===== src/rtl/flag_unit_if.sv =====
// Flag interface between the EX/MEM pipeline control and the flag unit.
// The master drives the EX/MEM flag requests; the slave (flag_unit) returns forwarded and committed flags.
interface flag_unit_if;
  logic ex_valid;
  logic ex_c_we;
  logic ex_z_we;
  logic ex_carry;
  logic ex_zero;
  logic ex_commit;
  logic mem_ld_z_we;
  logic mem_ld_zero;
  logic stall;
  logic flush;
  logic fwd_carry;
  logic fwd_zero;
  logic arch_carry;
  logic arch_zero;
  logic flag_hazard;

  modport master (
    output ex_valid, ex_c_we, ex_z_we, ex_carry, ex_zero, ex_commit,
    output mem_ld_z_we, mem_ld_zero, stall, flush,
    input  fwd_carry, fwd_zero, arch_carry, arch_zero, flag_hazard
  );

  modport slave (
    input  ex_valid, ex_c_we, ex_z_we, ex_carry, ex_zero, ex_commit,
    input  mem_ld_z_we, mem_ld_zero, stall, flush,
    output fwd_carry, fwd_zero, arch_carry, arch_zero, flag_hazard
  );
endinterface


===== src/rtl/flag_unit.sv =====
// Carry/zero flag pipeline (EX->MEM->WB->architected) with old-flag supply to EX.
// Build option FLAG_FWD_EN: defined = forward youngest pending flag; undefined = architected only plus flag_hazard.
module flag_unit #(
  parameter logic RESET_C = 1'b0,
  parameter logic RESET_Z = 1'b0
) (
  input logic        clk,
  input logic        reset,
  flag_unit_if.slave flg
);

  typedef struct packed {
    logic v;
    logic cwe;
    logic zwe;
    logic c;
    logic z;
  } flag_entry_t;

  localparam flag_entry_t ENTRY_EMPTY = '{v: 1'b0, cwe: 1'b0, zwe: 1'b0, c: 1'b0, z: 1'b0};

  flag_entry_t mem_r;
  flag_entry_t wb_r;
  logic        arch_c_r;
  logic        arch_z_r;

  flag_entry_t mem_nxt_s;
  flag_entry_t wb_nxt_s;
  logic        arch_c_nxt_s;
  logic        arch_z_nxt_s;
  logic        ld_z_upd_s;
  logic        fwd_c_s;
  logic        fwd_z_s;
  logic        hazard_s;

`ifdef FLAG_FWD_EN
  // Priority select: youngest pending producer first, architected value last.
  function automatic logic pick_flag(input logic we0, input logic val0,
                                     input logic we1, input logic val1,
                                     input logic arch);
    logic res;
    if (we0) begin
      res = val0;
    end else if (we1) begin
      res = val1;
    end else begin
      res = arch;
    end
    return res;
  endfunction
`endif

  assign ld_z_upd_s = mem_r.v & flg.mem_ld_z_we;

  // MEM entry next state: flush inserts a bubble even while stalled.
  always_comb begin
    mem_nxt_s = mem_r;
    if (flg.flush) begin
      mem_nxt_s = ENTRY_EMPTY;
    end else if (!flg.stall) begin
      mem_nxt_s.v   = flg.ex_valid;
      mem_nxt_s.cwe = flg.ex_valid & flg.ex_commit & flg.ex_c_we;
      mem_nxt_s.zwe = flg.ex_valid & flg.ex_commit & flg.ex_z_we;
      mem_nxt_s.c   = flg.ex_carry;
      mem_nxt_s.z   = flg.ex_zero;
    end else begin
      mem_nxt_s = mem_r;
    end
  end

  // WB entry next state: a load in MEM overrides the zero update it carries.
  always_comb begin
    wb_nxt_s = wb_r;
    if (!flg.stall) begin
      wb_nxt_s = mem_r;
      if (ld_z_upd_s) begin
        wb_nxt_s.zwe = 1'b1;
        wb_nxt_s.z   = flg.mem_ld_zero;
      end else begin
        wb_nxt_s.zwe = mem_r.zwe;
        wb_nxt_s.z   = mem_r.z;
      end
    end else begin
      wb_nxt_s = wb_r;
    end
  end

  // Architected flag commit from the WB entry.
  always_comb begin
    arch_c_nxt_s = arch_c_r;
    arch_z_nxt_s = arch_z_r;
    if (!flg.stall && wb_r.cwe) begin
      arch_c_nxt_s = wb_r.c;
    end else begin
      arch_c_nxt_s = arch_c_r;
    end
    if (!flg.stall && wb_r.zwe) begin
      arch_z_nxt_s = wb_r.z;
    end else begin
      arch_z_nxt_s = arch_z_r;
    end
  end

  // Flag pipeline and architected flag registers.
  always_ff @(posedge clk or posedge reset) begin
    if (reset) begin
      mem_r    <= ENTRY_EMPTY;
      wb_r     <= ENTRY_EMPTY;
      arch_c_r <= RESET_C;
      arch_z_r <= RESET_Z;
    end else begin
      mem_r    <= mem_nxt_s;
      wb_r     <= wb_nxt_s;
      arch_c_r <= arch_c_nxt_s;
      arch_z_r <= arch_z_nxt_s;
    end
  end

  // Old-flag values presented to EX and the associated hazard indication.
  always_comb begin
    fwd_c_s  = arch_c_r;
    fwd_z_s  = arch_z_r;
    hazard_s = 1'b0;
`ifdef FLAG_FWD_EN
    fwd_c_s = pick_flag(mem_r.cwe, mem_r.c, wb_r.cwe, wb_r.c, arch_c_r);
    if (ld_z_upd_s) begin
      fwd_z_s = flg.mem_ld_zero;
    end else begin
      fwd_z_s = pick_flag(mem_r.zwe, mem_r.z, wb_r.zwe, wb_r.z, arch_z_r);
    end
    hazard_s = 1'b0;
`else
    fwd_c_s  = arch_c_r;
    fwd_z_s  = arch_z_r;
    hazard_s = mem_r.cwe | mem_r.zwe | wb_r.cwe | wb_r.zwe | ld_z_upd_s;
`endif
  end

  assign flg.fwd_carry   = fwd_c_s;
  assign flg.fwd_zero    = fwd_z_s;
  assign flg.arch_carry  = arch_c_r;
  assign flg.arch_zero   = arch_z_r;
  assign flg.flag_hazard = hazard_s;

endmodule


===== src/flat_wrapper.sv =====
// flat-port wrapper written by rule: the top's interface ports become plain ports
module flag_unit_flat 
#(
  parameter logic RESET_C = 1'b0,
  parameter logic RESET_Z = 1'b0
)
  (clk, reset, flg_ex_valid, flg_ex_c_we, flg_ex_z_we, flg_ex_carry, flg_ex_zero, flg_ex_commit, flg_mem_ld_z_we, flg_mem_ld_zero, flg_stall, flg_flush, flg_fwd_carry, flg_fwd_zero, flg_arch_carry, flg_arch_zero, flg_flag_hazard);
  flag_unit_if flg_i ();
  input logic clk;
  input logic reset;
  input wire logic [$bits(flg_i.ex_valid)-1:0] flg_ex_valid;
  input wire logic [$bits(flg_i.ex_c_we)-1:0] flg_ex_c_we;
  input wire logic [$bits(flg_i.ex_z_we)-1:0] flg_ex_z_we;
  input wire logic [$bits(flg_i.ex_carry)-1:0] flg_ex_carry;
  input wire logic [$bits(flg_i.ex_zero)-1:0] flg_ex_zero;
  input wire logic [$bits(flg_i.ex_commit)-1:0] flg_ex_commit;
  input wire logic [$bits(flg_i.mem_ld_z_we)-1:0] flg_mem_ld_z_we;
  input wire logic [$bits(flg_i.mem_ld_zero)-1:0] flg_mem_ld_zero;
  input wire logic [$bits(flg_i.stall)-1:0] flg_stall;
  input wire logic [$bits(flg_i.flush)-1:0] flg_flush;
  output wire logic [$bits(flg_i.fwd_carry)-1:0] flg_fwd_carry;
  output wire logic [$bits(flg_i.fwd_zero)-1:0] flg_fwd_zero;
  output wire logic [$bits(flg_i.arch_carry)-1:0] flg_arch_carry;
  output wire logic [$bits(flg_i.arch_zero)-1:0] flg_arch_zero;
  output wire logic [$bits(flg_i.flag_hazard)-1:0] flg_flag_hazard;
  assign flg_i.ex_valid = flg_ex_valid;
  assign flg_i.ex_c_we = flg_ex_c_we;
  assign flg_i.ex_z_we = flg_ex_z_we;
  assign flg_i.ex_carry = flg_ex_carry;
  assign flg_i.ex_zero = flg_ex_zero;
  assign flg_i.ex_commit = flg_ex_commit;
  assign flg_i.mem_ld_z_we = flg_mem_ld_z_we;
  assign flg_i.mem_ld_zero = flg_mem_ld_zero;
  assign flg_i.stall = flg_stall;
  assign flg_i.flush = flg_flush;
  assign flg_fwd_carry = flg_i.fwd_carry;
  assign flg_fwd_zero = flg_i.fwd_zero;
  assign flg_arch_carry = flg_i.arch_carry;
  assign flg_arch_zero = flg_i.arch_zero;
  assign flg_flag_hazard = flg_i.flag_hazard;
  flag_unit #(.RESET_C(RESET_C), .RESET_Z(RESET_Z)) u_core (.clk(clk), .reset(reset), .flg(flg_i));
endmodule

===== config.mk =====
export PLATFORM = sky130hd
export DESIGN_NAME = flag_unit_flat
export DESIGN_NICKNAME = d
export VERILOG_FILES = /design/src/rtl/flag_unit_if.sv /design/src/rtl/flag_unit.sv /design/src/flat_wrapper.sv
export SDC_FILE = /design/constraint.sdc
export NUM_CORES = 1
export LEC_CHECK = 0
export ABC_AREA = 1
export BUFFER_PORTS_ARGS = -buffer_cell sky130_fd_sc_hd__buf_2
export CAP_MARGIN = 30
export CORE_UTILIZATION = 25
export DETAILED_ROUTE_END_ITERATION = 12
export HOLD_SLACK_MARGIN = 0.03
export PLACE_DENSITY_LB_ADDON = 0.2
export SLEW_MARGIN = 10
export SYNTH_ARGS = -nofsm -noshare
export SYNTH_HDL_FRONTEND = slang
export SYNTH_SLANG_ARGS = --single-unit

===== constraint.sdc =====
create_clock -name clk -period 2.15 [get_ports clk]
set_input_delay 0.215 -clock clk [delete_from_list [all_inputs] [get_ports clk]]
set_output_delay 0.215 -clock clk [all_outputs]
set_load 0.02 [all_outputs]

* Word-level counts from Yosys, hierarchy flattened
Index checks and enable logic that the tools add are counted.
Storage, ports and cells: logic and storage cells 27, register bits 11, bits of input ports 12
Operators by class: bitwise gates (word level) 8, reductions and logical operators 3, mux-type cells 4, equality and inequality tests 1
Operators with widths (count):
- 2-to-1 mux 5 bit | 2
- AND 1 bit | 4
- bitwise OR 1 bit | 4
- logical AND 1 bit | 2
- 2-to-1 mux 1 bit | 2
- inequality test 2 x 1 -> 1 bit (second input constant) | 1
- zero test 1 bit | 1

* Logic depth before layout (Yosys ltp)
Gate-level depths: netlist of the first run.
depth after elaboration 4, mapped depth 4, gate-level depth less buffers 4

* Least setup slack after synthesis of the first run
No wires, ideal clock.
kind reg2out, start reg u_core.wb_r[3] (netlist bit), end out flg_flag_hazard, required time 1.935 ns, cell stages (with the launch flop) 3, data arrival time 0.740 ns, slack 1.195 ns, cell sequence dfrtp_1 nor3_1 nand3_1
On the way: longest elaborated chain between the ends 3
Ends and longest elaborated chain:
- from (decl) | RTL line flag_unit.sv:23 | flag_entry_t wb_r;
- from (signal assigned) | RTL line flag_unit.sv:113 | wb_r <= wb_nxt_s;
- bitwise OR 1 bit (3 in series) | RTL line flag_unit.sv:135 | hazard_s = mem_r.cwe | mem_r.zwe | wb_r.cwe | wb_r.zwe | ld_z_upd_s;
- to (decl) | RTL line flat_wrapper.sv:25 | output wire logic [$bits(flg_i.flag_hazard)-1:0] flg_flag_hazard;
No other way between the ends.

* Final worst setup path of the first run
Same ends and word-level chain as after synthesis.

==> out/results.ini, run 1 <==
[pwr]
netSwitchingPower_mw = 0.1384
pwr-share-seq = 0.503
powerDensity_nw_per_um2 = 726.0
pwr-share-clk = 0.305
p_int_mw = 0.3277
p_comb_frac = 0.192
switching_share = 0.2969
p_leak_nw = 0.3704
peakVddDrop_v = 0.0002837

[finish]
fillers = 201
drive_gt1_frac = 0.3038
syn_to_final_growth_pct = 26.04
regArea_sq_um = 275.3
multi_input_area_sq_um = 190.2
antenna_cells = 0
final_util = 0.3526
nets = 92

[hold_path]
hp-class = in -> reg

[floorplan]
io_pins = 17
die_y_microns = 47.13
dieArea_sq_um = 2221
start_util = 0.2797
coreArea_sq_um = 1821
placementRows = 15
fp.dieW_microns = 47.13

[sta]
hold_viol = 0
finalSetupViolCount = 0
tns_ns = 0
fmax_mhz = 757.2
tightest_slew_ns = 0.4316
period_minus_slack_ns = 1.321
slew_headroom = 0.7119
setup_ws_ns = 0.8293
drv_slew = 0
finalClockSkew_ns = 0.0008806
period_share = 0.6143
rsz0062_at_grt = no

[synth]
synth_cell_type_count = 13
seq_area_frac_synth = 0.5405
yosys_warnings = 0
syn_nets = 72
syn_avg_cell_area_sq_um = 8.487
syn-cell-area_sq_um = 509.2
ys_ff_latch = 11
syn_inst = 60

[drt]
detail_route.iter0.violations = 7
dr_total_vias = 437
ant_nets = 0
drt_wl_total_microns = 946
drc_errors = 0
post_drt_wl_per_cell_microns = 9.096
first_pass_iters = 4
via_per_inst = 4.202

[critical_path]
critPathBufInv = 1
crit_fanout = 4
start_kind = flop
cp_top_family = flip-flops
required_ns = 1.93
arrival_ns = 1.11
crit_chain = nor3_1 -> nand3_1 -> buf_2
cpPeakStageDelay_ns = 0.41
crit_slowest_cell = dfrtp_1
critical_path_class = reg -> out
crit_path_end_kind = output port

[run_status]
status = finished clean

[global_route]
grt_first_pass_wirelength_microns = 1635
grt_util_met1 = 0.1241
met3_usage = 0.05769
grt-ovfl-total = 0
grt_max_degree = 12
busiest_layer = met2
grt_pass1_vias = 396
grt.total_usage = 0.1108
gr-usage-met2 = 0.1833
antenna_found_initial = 0

[clock_network]
cts_num_sinks = 11
cts_tree = done
clockBufferDepth = 2
numCtsBuffers = 3
cts_root_buf = clkbuf_4
cts-htree-levels = 1
ctsResizeCount = 0
clock_latency_ns = 0.27
path_clk_slew_ns = 0.07

[flow_run]
cap_violations = 0

[placed_design]
place_congestion = 0.7349
place_ws_ns = 1.120
hpwl_microns = 727.1
io_buffers = 16

per-stage QoR:
step / hold WS (ns) / cell area, sq um / instances / power [mW]
6_report: 0.1474 / 641.9 / 104 / 0.4660
5_1_grt: 0.1491 / 641.9 / 104 / 0.4944
4_1_cts: 0.1431 / 641.9 / 104 / 0.4769
3_5_place_dp: 0.2396 / 605.6 / 99 / 0.3277
3_3_place_gp: 0.2388 / 605.6 / 99 / 0.3266
2_1_floorplan: 0.06744 / 509.2 / 60 / 0.3002
final cells by class:
class	instances	share of cell area
clock buffers	4	0.04094
flip-flops and latches	11	0.4288
inverters	7	0.04483
well taps	25	0.04873
multi-input cells	40	0.2963
repair buffers	17	0.1404
final timing paths:
path	slack, ns	end	cells past startpoint	startpoint
setup / recovery	0.83	flg_flag_hazard	3	u_core.wb_r[3]$_DFFE_PP0N_
hold / removal	0.15	u_core.mem_r[1]$_DFFE_PP0P_	3	flg_ex_carry
setup reg to reg	1.35	u_core.wb_r[0]$_DFFE_PP0N_	4	u_core.mem_r[4]$_DFFE_PP0P_
hold reg to reg	0.49	u_core.flg.arch_zero$_DFFE_PP0P_	2	u_core.flg.arch_zero$_DFFE_PP0P_
max in group asynchronous	1.37	u_core.mem_r[1]$_DFFE_PP0P_	3	reset
min in group asynchronous	0.48	u_core.flg.arch_zero$_DFFE_PP0P_	3	reset
cell families after synthesis:
family | count (synthesis) | synth area share
buffers and inverters | 9 | 0.08599
AO/OA/AOI/OAI | 3 | 0.04422
AND/OR/NAND/NOR | 37 | 0.3292
flip-flops | 11 | 0.5405
layer usage:
metal | wire length, microns | vias up
met2 | 427 | 14
met3 | 66 | 2
met1 | 446 | 192
met5 | 0 | -
met4 | 6 | 0
li1 | - | 229
cells in the final DEF (no fill, tap or decap), types with 2 or more instances in the layout:
master,n
dfrtp_1,11
nand2_1,27
inv_1,5
nand4_1,2
buf_2,16
nand3_1,5
o21ai_2,2
clkbuf_4,3
Yosys cell counts:
cell	instances	area, sq um
inv_4	1	6.260
buf_4	2	15.01
nor2_1	1	3.750
dfrtp_1	11	275.3
nand3_1	5	25.02
nor3_1	1	5.000
nand4_1	2	12.51
nand2_1	27	101.4
o21ai_0	1	5.000
inv_2	1	3.750
o21ai_2	2	17.52
nor2_8	1	20.02
inv_1	5	18.77
state kept, by name (all words and copies together), names as in the netlist:
signal and flops:
u_core.flg.arch_carry 1, u_core.flg.arch_zero 1, u_core.mem_r 5, u_core.wb_r 4
power by group through the flow:
stage / registers, mW / clock network [mW] / logic, mW
finish: 0.234 / 0.142 / 0.0895
global route: 0.237 / 0.156 / 0.102
CTS: 0.234 / 0.152 / 0.0910
detailed placement: 0.238 / 0 / 0.0894
global placement: 0.237 / 0 / 0.0892
floorplan: 0.246 / 0 / 0.0543
tightest hold or removal path: cells and delay by family:
kind / cells / cell delay, ns
buffers and inverters: 1 / 0.07
and+or+nand+nor: 1 / 0.05
AOI/OAI and AO/OA: 1 / 0.04
timing repair:
item,4_1_cts,5_1_grt
hold buffers,1,0
hold endpoints to repair,11,0
setup buffers,0,0
Power figures use the tool's default switching activity.
==> run 2: changes to the inputs <==
==> constraint.sdc (replaced) <==
create_clock -name clk -period 1.29 [get_ports clk]
set_input_delay 0.129 -clock clk [delete_from_list [all_inputs] [get_ports clk]]
set_output_delay 0.129 -clock clk [all_outputs]
set_load 0.02 [all_outputs]
==> out/results.ini, run 2 (synthesis gave the netlist of run 1 again) <==
[run_status]
status = finished clean

[clock_network]
path_clk_slew_ns = 0.07  ; about the same
cts_tree = done
cts_setup_buffers = 0  ; unchanged
cts-htree-levels = 1  ; unchanged
clockBufferDepth = 2  ; unchanged
cts_num_sinks = 11  ; unchanged
numCtsBuffers = 3  ; unchanged
clock_latency_ns = 0.27  ; about the same
cts_root_buf = clkbuf_4

[sta]
finalClockSkew_ns = 0.0009404  ; +0.00005979 ns
hold_viol = 0  ; unchanged
finalSetupViolCount = 0  ; unchanged
timing.hold.ws_ns = 0.06136  ; -0.08600 ns
tightest_slew_ns = 0.4316  ; +0.00001371 ns
period_minus_slack_ns = 1.205
period_share = 0.9343
slew_headroom = 0.7119  ; about the same
drv_slew = 0  ; unchanged
fmax_mhz = 829.7
setup_ws_ns = 0.08479  ; -0.7445 ns

[floorplan]
io_pins = 17  ; unchanged
start_util = 0.2797  ; unchanged
die_y_microns = 47.13  ; unchanged
placementRows = 15  ; unchanged
dieArea_sq_um = 2221  ; unchanged
fp.dieW_microns = 47.13  ; unchanged
coreArea_sq_um = 1821  ; unchanged

[critical_path]
critical_path_class = reg -> out
arrival_ns = 1.08  ; -0.03 ns
required_ns = 1.16  ; -0.77 ns
crit_fanout = 4  ; unchanged
crit_path_end_kind = output port
start_kind = flop

[global_route]
antenna_found_initial = 0  ; unchanged
grt-ovfl-total = 0  ; unchanged
grt_pass1_vias = 396  ; unchanged
grt_max_degree = 12  ; unchanged
grt.total_usage = 0.1108  ; unchanged
grt_first_pass_wirelength_microns = 1635  ; unchanged

[finish]
instances_no_fill = 104  ; unchanged
fillers = 201  ; unchanged
multi_input_area_sq_um = 195.2  ; +2.6%
largest_reg_flops = 5  ; unchanged
syn_to_final_growth_pct = 27.03
nets = 92  ; unchanged
drive_gt1_frac = 0.3165  ; +0.01266
antenna_cells = 0  ; unchanged
regArea_sq_um = 275.3  ; unchanged
layout.cells.most_common = nand2_1
regMostFlops = u_core.mem_r
final_cell_mix = nand2_1, buf_2, dfrtp_1, nand3_1, inv_1
reg_top3 = u_core.mem_r: 5 flops, u_core.wb_r: 4 flops

[hold_path]
hp-class = in -> reg

[placed_design]
place_ws_ns = 0.3456  ; -0.7740 ns
hpwl_microns = 727.1  ; unchanged
place_inst = 99  ; unchanged
io_buffers = 16  ; unchanged
place_congestion = 0.7349  ; unchanged

[pwr]
powerDensity_nw_per_um2 = 1203  ; +66%
total_power_mw = 0.7781  ; +67%
peakVddDrop_v = 0.0004729  ; +67%
p_leak_nw = 0.3719  ; +0.39%

[drt]
post_drt_wl_per_cell_microns = 9.077  ; -0.21%
dr_total_vias = 436  ; -0.23%
first_pass_iters = 4  ; unchanged
drt_wl_total_microns = 944  ; -0.21%
drc_errors = 0  ; unchanged
via_per_inst = 4.192  ; -0.23%
detail_route.iter0.violations = 8  ; +1
ant_nets = 0  ; unchanged

[flow_run]
cap_violations = 0  ; unchanged

[run 2: layer usage]
layer | part of all wire | vias to the layer above | global-route usage
li1 | - | 229 | -
met1 | 0.47 | 191 | 0.1241
met2 | 0.45 | 14 | 0.1833
met3 | 0.070 | 2 | 0.05769
met4 | 0.0064 | 0 | 0.03429
met5 | 0 | - | 0
[run 2: cell type report]
type / instances / area share
timing repair buffer: 17 / 0.1393
clock buffer: 4 / 0.04062
multi-input combinational: 40 / 0.3017
tap: 25 / 0.04836
sequential: 11 / 0.4255
inverter: 7 / 0.04449
[run 2: path summary, 6_finish.rpt]
check                                                  from                          endpoint  slack [ns]  cells past startpoint
max                              u_core.wb_r[3]$_DFFE_PP0N_                   flg_flag_hazard        0.08                      3
min                                            flg_ex_carry       u_core.mem_r[1]$_DFFE_PP0P_        0.06                      3
max reg2reg                     u_core.mem_r[4]$_DFFE_PP0P_        u_core.wb_r[0]$_DFFE_PP0N_        0.49                      4
min reg2reg                u_core.flg.arch_zero$_DFFE_PP0P_  u_core.flg.arch_zero$_DFFE_PP0P_        0.49                      2
max in group asynchronous                             reset       u_core.mem_r[1]$_DFFE_PP0P_        0.60                      3
min in group asynchronous                             reset  u_core.flg.arch_zero$_DFFE_PP0P_        0.39                      3
[run 2: what timing repair did]
action                                 CTS  global route
hold buffers                             1             0
endpoints found under the hold margin   11             0
gates resized for setup                  0             1
setup endpoints to repair                0             1
[run 2: worst max-delay path: stages, from the launching register on]
cell and delay [ns]:
dfrtp_1 0.42, nor3_2 0.16, nand3_1 0.07, buf_2 0.16
[run 2: power breakdown]
group          internal (mW)  switching [mW]  total, mW
logic                 0.0546          0.0952      0.150
clock network          0.120           0.117      0.237
registers              0.372          0.0186      0.391
total                  0.547           0.231      0.778
[run 2: per-stage QoR]
step                utilization  instance area [sq um]  TNS (ns)
floorplan                     -                  509.2         0
global route             0.3553                  646.9  -0.02661
global placement         0.3326                  605.6         0
detailed placement       0.3326                  605.6         0
finish                   0.3553                  646.9         0
CTS                      0.3526                  641.9         0
==> run 3: changes to the inputs <==
--- a/config.mk
+++ b/config.mk
@@ -6,10 +6,10 @@
 export NUM_CORES = 1
 export LEC_CHECK = 0
 export ABC_AREA = 1
-export BUFFER_PORTS_ARGS = -buffer_cell sky130_fd_sc_hd__buf_2
 export CAP_MARGIN = 30
 export CORE_UTILIZATION = 25
 export DETAILED_ROUTE_END_ITERATION = 12
+export DONT_BUFFER_PORTS = 1
 export HOLD_SLACK_MARGIN = 0.03
 export PLACE_DENSITY_LB_ADDON = 0.2
 export SLEW_MARGIN = 10
==> out/results.ini, run 3 (synthesis gave the netlist of run 1 again) <==
[drt]
drt_wl_total_microns = 1010  ; +7.0%
post_drt_wl_per_cell_microns = 10.52  ; +16%
drc_errors = 0  ; unchanged
ant_nets = 0  ; unchanged
dr_total_vias = 402  ; -7.8%
first_pass_iters = 3  ; -1
via_per_inst = 4.188  ; -0.11%
detail_route.iter0.violations = 6  ; -2

[sta]
tightest_slew_ns = 0.4293  ; -0.002321 ns
period_minus_slack_ns = 1.232  ; +0.02672 ns
slew_headroom = 0.7135  ; +0.001550
hold_viol = 0  ; unchanged
setup_ws_ns = 0.05807  ; -0.02672 ns
fmax_mhz = 811.7  ; -2.2%
period_share = 0.9550  ; +0.02072
tns_ns = 0  ; unchanged
drv_slew = 0  ; unchanged
rsz0062_at_grt = no
finalClockSkew_ns = 0.0007105  ; -0.0002299 ns
finalSetupViolCount = 0  ; unchanged

[critical_path]
r2r_start = u_core.mem_r[4]$_DFFE_PP0P_
crit_fanout = 3  ; -1
rrSetupSlack_ns = 0.46  ; -0.03 ns
required_ns = 1.45  ; +0.29 ns
critPathBufInv = 2  ; +1
path_common_cell = dlygate4sd3_1
crit_chain = dlygate4sd3_1 -> nand4_1 -> dlygate4sd3_1 -> nand2_1
crit_path_end_kind = flop
crit_slowest_cell = dlygate4sd3_1
r2r_cells = 4  ; unchanged
arrival_ns = 1.39  ; +0.31 ns
start_kind = input pin
cpPeakStageDelay_ns = 0.57  ; +0.15 ns
cp_top_family = buffers and inverters
reg2reg_to = u_core.wb_r[0]$_DFFE_PP0N_
crit_start = flg_ex_valid
crit_end = u_core.mem_r[2]$_DFFE_PP0P_
cp.depth = 4  ; +1
critical_path_class = in -> reg

[floorplan]
io_pins = 17  ; unchanged
fp.dieW_microns = 47.13  ; unchanged
die_y_microns = 47.13  ; unchanged
start_util = 0.2797  ; unchanged
coreArea_sq_um = 1821  ; unchanged
placementRows = 15  ; unchanged
dieArea_sq_um = 2221  ; unchanged

[global_route]
grt_max_degree = 12  ; unchanged
grt_first_pass_wirelength_microns = 1800  ; +10%
grt-ovfl-total = 0  ; unchanged
grt_pass1_vias = 405  ; +2.3%
antenna_found_initial = 0  ; unchanged
grt.total_usage = 0.1257  ; +0.01485

[pwr]
powerDensity_nw_per_um2 = 1157  ; -3.8%
p_leak_nw = 0.3392  ; -8.8%
peakVddDrop_v = 0.0006122  ; +29%

[clock_network]
cts_root_buf = clkbuf_4
path_clk_slew_ns = 0.07  ; about the same
clock_latency_ns = 0.26  ; about the same
cts_tree = done
clockBufferDepth = 2  ; unchanged
cts_num_sinks = 11  ; unchanged
numCtsBuffers = 3  ; unchanged
cts_setup_buffers = 0  ; unchanged
cts-htree-levels = 1  ; unchanged

[run_status]
status = finished clean

[placed_design]
place_ws_ns = 0.3523  ; +0.006674 ns
io_buffers = 0  ; -16
place_congestion = 0.6731  ; -8.4%
hpwl_microns = 706.2  ; -2.9%

[finish]
fillers = 199  ; -1.0%
largest_reg_flops = 5  ; unchanged
drive_gt1_frac = 0.1408  ; -0.1756
antenna_cells = 0  ; unchanged
regArea_sq_um = 275.3  ; unchanged
regMostFlops = u_core.mem_r
nets = 84  ; -8.7%
syn_to_final_growth_pct = 28.01
reg_top3 = u_core.mem_r: 5 flops, u_core.wb_r: 4 flops
final_cell_mix = nand2_1, dfrtp_1, dlygate4sd3_1, inv_1, nand3_1
multi_input_area_sq_um = 200.2  ; +2.6%
layout.cells.most_common = nand2_1

[hold_path]
hp-class = in -> reg

[flow_run]
cap_violations = 0  ; unchanged

## run 3: cell count changes in the layout (fill, tap and decap cells not counted)
cell and delta:
dlygate4sd3_1 +8, buf_2 -16, nand3_1 -1, nand3_2 +1
## run 3: per-layer routing
metal	wire length (microns)	vias to the layer above	track usage
li1	-	209	-
met1	451	179	0.1422
met2	475	12	0.1944
met3	73	2	0.07308
met4	9	0	0.05143
met5	0	-	0
## run 3: repair_timing
| action | 4_1_cts | 5_1_grt |
|---|---|---|
| endpoints found under the setup margin | 0 | 1 |
| endpoints found under the hold margin | 20 | 0 |
| resized for setup | 0 | 2 |
| hold buffers | 9 | 0 |
## run 3: worst min-delay path by stage
stage                    start                                 to  slack [ns]  depth (start not counted)
2_1_floorplan            reset  u_core.flg.arch_carry$_DFFE_PP0P_       -0.02                          1
3_3_place_gp             reset   u_core.flg.arch_zero$_DFFE_PP0P_        0.05                          1
3_5_place_dp             reset   u_core.flg.arch_zero$_DFFE_PP0P_        0.04                          1
4_1_cts        flg_mem_ld_z_we         u_core.wb_r[0]$_DFFE_PP0N_        0.07                          3
5_1_grt        flg_mem_ld_z_we         u_core.wb_r[0]$_DFFE_PP0N_        0.06                          3
6_report             flg_stall        u_core.mem_r[4]$_DFFE_PP0P_        0.07                          3
## run 3: metrics by stage
stage | hold slack (ns) | total power, mW | utilization | area [sq um] | instances
finish | 0.07089 | 0.7545 | 0.3581 | 651.9 | 96
global route | 0.06059 | 0.8086 | 0.3581 | 651.9 | 96
CTS | 0.06705 | 0.7643 | 0.3526 | 641.9 | 96
detailed placement | 0.04349 | 0.4987 | 0.2887 | 525.5 | 83
global placement | 0.05042 | 0.4979 | 0.2887 | 525.5 | 83
floorplan | -0.01856 | 0.5003 | - | 509.2 | 60
## run 3: area by class of cell
cell class                      count  area share
Multi-Input combinational cell     40      0.3071
Timing Repair Buffer                9      0.1382
Clock buffer                        4     0.04031
Sequential cell                    11      0.4223
Tap cell                           25     0.04798
Inverter                            7     0.04415
## run 3: power by group
| part | internal [mW] | leakage [nW] | switching [mW] |
|---|---|---|---|
| Combinational | 0.0393 | 0.176 | 0.0543 |
| Sequential | 0.372 | 0.148 | 0.0532 |
| Clock | 0.120 | 0.0150 | 0.116 |
| Total | 0.531 | 0.339 | 0.224 |
## run 3: worst min-delay path, delay by kind of cell
family / cells / cell delay, ns
AND/OR/NAND/NOR: 3 / 0.17
